[src/rtl/dmem_arbiter.sv]
// dmem_arbiter: two-port (CPU MEM stage / DMA loader) arbiter in front of a
// single-port data memory with fixed 1-cycle read latency.
// The CPU has priority. When the macro DMEM_ARB_STARVE_EN is defined, a
// saturating wait counter lets a starved DMA request win one cycle once it
// has waited STARVE_LIMIT cycles. With the macro undefined, priority is
// strictly CPU-first.
module dmem_arbiter #(
   parameter int DATA_W       = 19,
   parameter int ADDR_W       = 19,
   parameter int STARVE_LIMIT = 4
) (
   input  logic              clk,
   input  logic              reset,
   // CPU (MEM stage) port
   input  logic              cpu_req,
   input  logic              cpu_we,
   input  logic [ADDR_W-1:0] cpu_addr,
   input  logic [DATA_W-1:0] cpu_wdata,
   output logic              cpu_gnt,
   output logic              cpu_stall,
   output logic              cpu_rvalid,
   output logic [DATA_W-1:0] cpu_rdata,
   // DMA / loader port
   input  logic              dma_req,
   input  logic              dma_we,
   input  logic [ADDR_W-1:0] dma_addr,
   input  logic [DATA_W-1:0] dma_wdata,
   output logic              dma_gnt,
   output logic              dma_rvalid,
   output logic [DATA_W-1:0] dma_rdata,
   // single-port data memory command / response
   output logic              mem_en,
   output logic              mem_we,
   output logic [ADDR_W-1:0] mem_addr,
   output logic [DATA_W-1:0] mem_wdata,
   input  logic [DATA_W-1:0] mem_rdata
);

   logic              cpu_gnt_s;
   logic              dma_gnt_s;
   logic              dma_win_s;
   logic              mem_we_s;
   logic [ADDR_W-1:0] mem_addr_s;
   logic [DATA_W-1:0] mem_wdata_s;
   logic              cpu_rvalid_r;
   logic              dma_rvalid_r;

`ifdef DMEM_ARB_STARVE_EN
   localparam logic [3:0] starve_lim_c = 4'(STARVE_LIMIT);

   logic [3:0] starve_cnt_r;

   // Count consecutive cycles the DMA waits; saturate at the limit, clear on grant or idle.
   always_ff @(posedge clk) begin
      if (reset) begin
         starve_cnt_r <= 4'd0;
      end else if (dma_req && !dma_gnt_s) begin
         if (starve_cnt_r < starve_lim_c) begin
            starve_cnt_r <= starve_cnt_r + 4'd1;
         end else begin
            starve_cnt_r <= starve_cnt_r;
         end
      end else begin
         starve_cnt_r <= 4'd0;
      end
   end

   assign dma_win_s = dma_req && (starve_cnt_r == starve_lim_c);
`else
   assign dma_win_s = 1'b0;
`endif

   // Pick at most one requester this cycle; nothing is granted while in reset.
   always_comb begin
      cpu_gnt_s = 1'b0;
      dma_gnt_s = 1'b0;
      if (reset) begin
         cpu_gnt_s = 1'b0;
         dma_gnt_s = 1'b0;
      end else if (dma_win_s) begin
         dma_gnt_s = 1'b1;
      end else if (cpu_req) begin
         cpu_gnt_s = 1'b1;
      end else if (dma_req) begin
         dma_gnt_s = 1'b1;
      end else begin
         cpu_gnt_s = 1'b0;
         dma_gnt_s = 1'b0;
      end
   end

   // Steer the granted requester's command onto the memory bus; idle bus is all zero.
   always_comb begin
      mem_we_s    = 1'b0;
      mem_addr_s  = {ADDR_W{1'b0}};
      mem_wdata_s = {DATA_W{1'b0}};
      case ({cpu_gnt_s, dma_gnt_s})
         2'b10: begin
            mem_we_s    = cpu_we;
            mem_addr_s  = cpu_addr;
            mem_wdata_s = cpu_wdata;
         end
         2'b01: begin
            mem_we_s    = dma_we;
            mem_addr_s  = dma_addr;
            mem_wdata_s = dma_wdata;
         end
         default: begin
            mem_we_s    = 1'b0;
            mem_addr_s  = {ADDR_W{1'b0}};
            mem_wdata_s = {DATA_W{1'b0}};
         end
      endcase
   end

   // Remember which port issued a read so its data is flagged next cycle.
   always_ff @(posedge clk) begin
      if (reset) begin
         cpu_rvalid_r <= 1'b0;
         dma_rvalid_r <= 1'b0;
      end else begin
         cpu_rvalid_r <= cpu_gnt_s && !cpu_we;
         dma_rvalid_r <= dma_gnt_s && !dma_we;
      end
   end

   // A reset arriving in the response cycle drops the pending read outright.
   assign cpu_rvalid = cpu_rvalid_r && !reset;
   assign dma_rvalid = dma_rvalid_r && !reset;
   assign cpu_rdata  = cpu_rvalid ? mem_rdata : {DATA_W{1'b0}};
   assign dma_rdata  = dma_rvalid ? mem_rdata : {DATA_W{1'b0}};

   assign cpu_gnt    = cpu_gnt_s;
   assign dma_gnt    = dma_gnt_s;
   assign cpu_stall  = cpu_req && !cpu_gnt_s;
   assign mem_en     = cpu_gnt_s || dma_gnt_s;
   assign mem_we     = mem_we_s;
   assign mem_addr   = mem_addr_s;
   assign mem_wdata  = mem_wdata_s;

endmodule

[config.mk]
export PLATFORM = sky130hd
export DESIGN_NAME = dmem_arbiter
export DESIGN_NICKNAME = d
export VERILOG_FILES = /design/src/rtl/dmem_arbiter.sv
export SDC_FILE = /design/constraint.sdc
export NUM_CORES = 1
export LEC_CHECK = 0
export CELL_PAD_IN_SITES_DETAIL_PLACEMENT = 1
export CELL_PAD_IN_SITES_GLOBAL_PLACEMENT = 2
export CORE_AREA = 5 5 69 71
export DETAILED_ROUTE_END_ITERATION = 7
export DIE_AREA = 0 0 74 76
export DONT_BUFFER_PORTS = 1
export PLACE_DENSITY = 0.77
export SLEW_MARGIN = 30
export SYNTH_ARGS = -nofsm -noshare
export SYNTH_HDL_FRONTEND = slang
export SYNTH_SLANG_ARGS = --single-unit
[constraint.sdc]
create_clock -name clk -period 1.4 [get_ports clk]
set_input_delay 0.21 -clock clk [delete_from_list [all_inputs] [get_ports clk]]
set_output_delay 0.21 -clock clk [all_outputs]
set_load 0.1 [all_outputs]
==> results by group <==
STA
  – RSZ-0062 raised after global routing: yes
  – Final Hold Fails: 0
  – Final setup vio count: 0
  – Final setup margin: 26.4 ps
  – Final period demand of the worst path: roughly 1400 ps
  – Setup TNS: 0 ps
  – Final Max Tran Viols: 0
  – Period utilisation layout: 0.981
  – Hold_ws: 66.2 ps
  – Worst slew margin: 0.802
  – Worst slew pin tran: between 200 and 300 ps
  – Fmax: about 0.73 GHz

Routing
  – Pre-antenna DRT Iters: 4
  – Top sig layer: met4
  – Final ANT Viol Nets: 0
  – DR WL met3: around 900 um
  – WL met2: between 3 and 4 mm
  – Vias: 1280
  – Detailed-route DRC error count: 0
  – WL final: about 6.3 mm
  – Drt via density: between 5 and 6
  – WL met1: approximately 2.0 mm
  – Starting DRT DRC Count: 35
  – WL per Instance: 27.7 um

Final layout
  – Fill cell count: roughly 380
  – Area growth from synthesis to layout: 208%
  – N_diodes: 0
  – Final #Nets: 280
  – Layout cell share with drive strength beyond 1: 0.960

Critical path
  – Arrival time worst endpoint: around 1200 ps
  – Slowest stage cell, crit path: dfxtp_2
  – Cell chain of the critical path: nor2b_4 > and2_2 > buf_12
  – CP endpoint kind: output pin
  – Slowest stage delay, CP: roughly 350 ps
  – Crit Path Class: flip-flop to output pin
  – Crit path max-delay family: simple AND/OR/NAND/NOR gates
  – Startpoint class of the critical path: flip-flop
  – CP bufs+invs: 1
  – Worst Path Max Fanout: 5
  – CP Data Required Time: 1190 ps

Logic synthesis
  – Synth cell types: 15
  – Top cell type by total area after synthesis: a32o_1
  – Post-Syn Instances: between 100 and 150
  – Seq/Total Area, Yosys: 0.0473
  – Top cells by area, synth: a32o_1 (46%), and2_1 (29%), buf_6 (5.3%)
  – Asr flop ratio synth: 0
  – Net count after synthesis: ~210
  – Yosys warns: 0
  – Synth Register Bits: 2
  – Synth Area per Inst: 7.83 um^2
  – Ys flop type: dfxtp_1
  – Synth cell count leaders: a32o_1 (39), and2_1 (39), clkbuf_1 (6)
  – Number of flops mapped to enable cells by yosys: 0
  – Synth Cell Area: around 850 um^2
  – Share of the synthesized area in the top cell type: 0.462

Outcome
  – Outcome: finished clean

GRT
  – First-pass GRT wire length: a little over 9 mm
  – Vias in the first global route: 1478
  – GRT Total Usage: 0.213
  – Gr ovfl total: 0
  – Initial antenna violation count: 0
  – Pin count of the biggest net entering global routing: between 40 and 50

Floorplanning
  – Die area: between 5000 and 6000 um^2
  – Die Wd: 74 um
  – Area of the core: between 4000 and 5000 um^2
  – Die height: approximately 76 um
  – Starting Density: 0.203
  – IO Pins: about 180
  – Std cell rows: 24

Pwr
  – Leak: ~1.2 nW
  – Total power: roughly 1.5 mW
  – Pwr Density: a little under 600 nW/um^2
  – Peak VDD IR: around 310 uV

Placed design
  – Pre-CTS WS: around 62 ps
  – Port buffer count: 0
  – GPL Wtd Cong: slightly above 0.8
  – Detail Placement HPWL: 5.25 mm

Clock network
  – H-tree depth: 1
  – CTS tree: yes
  – Reg clk slew, reported paths: about 30 ps
  – Clk Tree Root Cell: clkbuf_8
  – Clock Tree Buf Depth: 2
  – TritonCTS Sinks: 2
  – Num CTS Buffers: 3

Min path
  – Worst hold path type: primary input to flip-flop

Run
  – MaxCap Viol Count: 0
report_power, final:
group / internal, mW / switching, mW / total, mW
Combinational: 0.429 / 0.832 / 1.26
Sequential: 0.0597 / 0.00168 / 0.0614
Clock: 0.182 / 0.0432 / 0.225
Total: 0.671 / 0.877 / 1.55
repair_timing:
item / CTS / global route
pin swaps: 1 / 1
cloned: 3 / 0
resized for setup: 14 / 1
endpoints found under the setup margin: 30 / 12
hold buffers: 0 / 0
buffers inserted: 0 / 0
worst paths after layout:
check                     from                       to  slack [ps]  cells after the start
min                     cpu_we  cpu_rvalid_r$_SDFF_PP0_          70                      1
max    cpu_rvalid_r$_SDFF_PP0_             cpu_rdata[4]          30                      3
metal layers:
| metal | GRT usage | vias to the layer above |
|---|---|---|
| li1 | - | 567 |
| met1 | 0.209 | 590 |
| met2 | 0.410 | 117 |
| met3 | 0.0831 | 6 |
| met4 | 0.0344 | 0 |
| met5 | 0 | - |
final cells by class:
class / count / area [um^2] / share of cell area
clock buffers: 3 / 41.3 / 0.0159
inverters: 1 / 3.75 / 0.00144
flip-flops and latches: 2 / 41.3 / 0.0159
well taps: 52 / 65.1 / 0.0250
repair buffers: 80 / 1540 / 0.591
multi-input cells: 91 / 915 / 0.351
logic make-up after synthesis:
group / after synthesis / synth area share
AO/OA/AOI/OAI: 39 / 0.462
buffers and inverters: 18 / 0.135
flip-flops: 2 / 0.0473
AND/OR/NAND/NOR: 49 / 0.357
metrics by stage:
stage / util / cell area, um^2 / cells
2_1_floorplan: - / 1010 / 108
3_3_place_gp: 0.601 / 2510 / 223
3_5_place_dp: 0.601 / 2510 / 223
4_1_cts: 0.624 / 2600 / 229
5_1_grt: 0.624 / 2610 / 229
6_report: 0.624 / 2610 / 229
layout by cell type (no fill, tap or decap):
cell      count
buf_12       75
a32o_2       36
and2_4       28
and2_2       10
nor2b_4       5
buf_4         5
a32o_4        3
clkbuf_8      3
nor2_2        2
inv_2         1
nor2b_2       1
nand2b_1      1
and2b_1       1
and2_1        1
nor2_1        1
nor2b_1       1
nor3_1        1
dfxtp_2       1
dfxtp_1       1
registers in the layout, summed over array words and instances, names as in the netlist:
register,cells
cpu_rvalid_r,1
dma_rvalid_r,1
(Power assumes the default switching activity.)
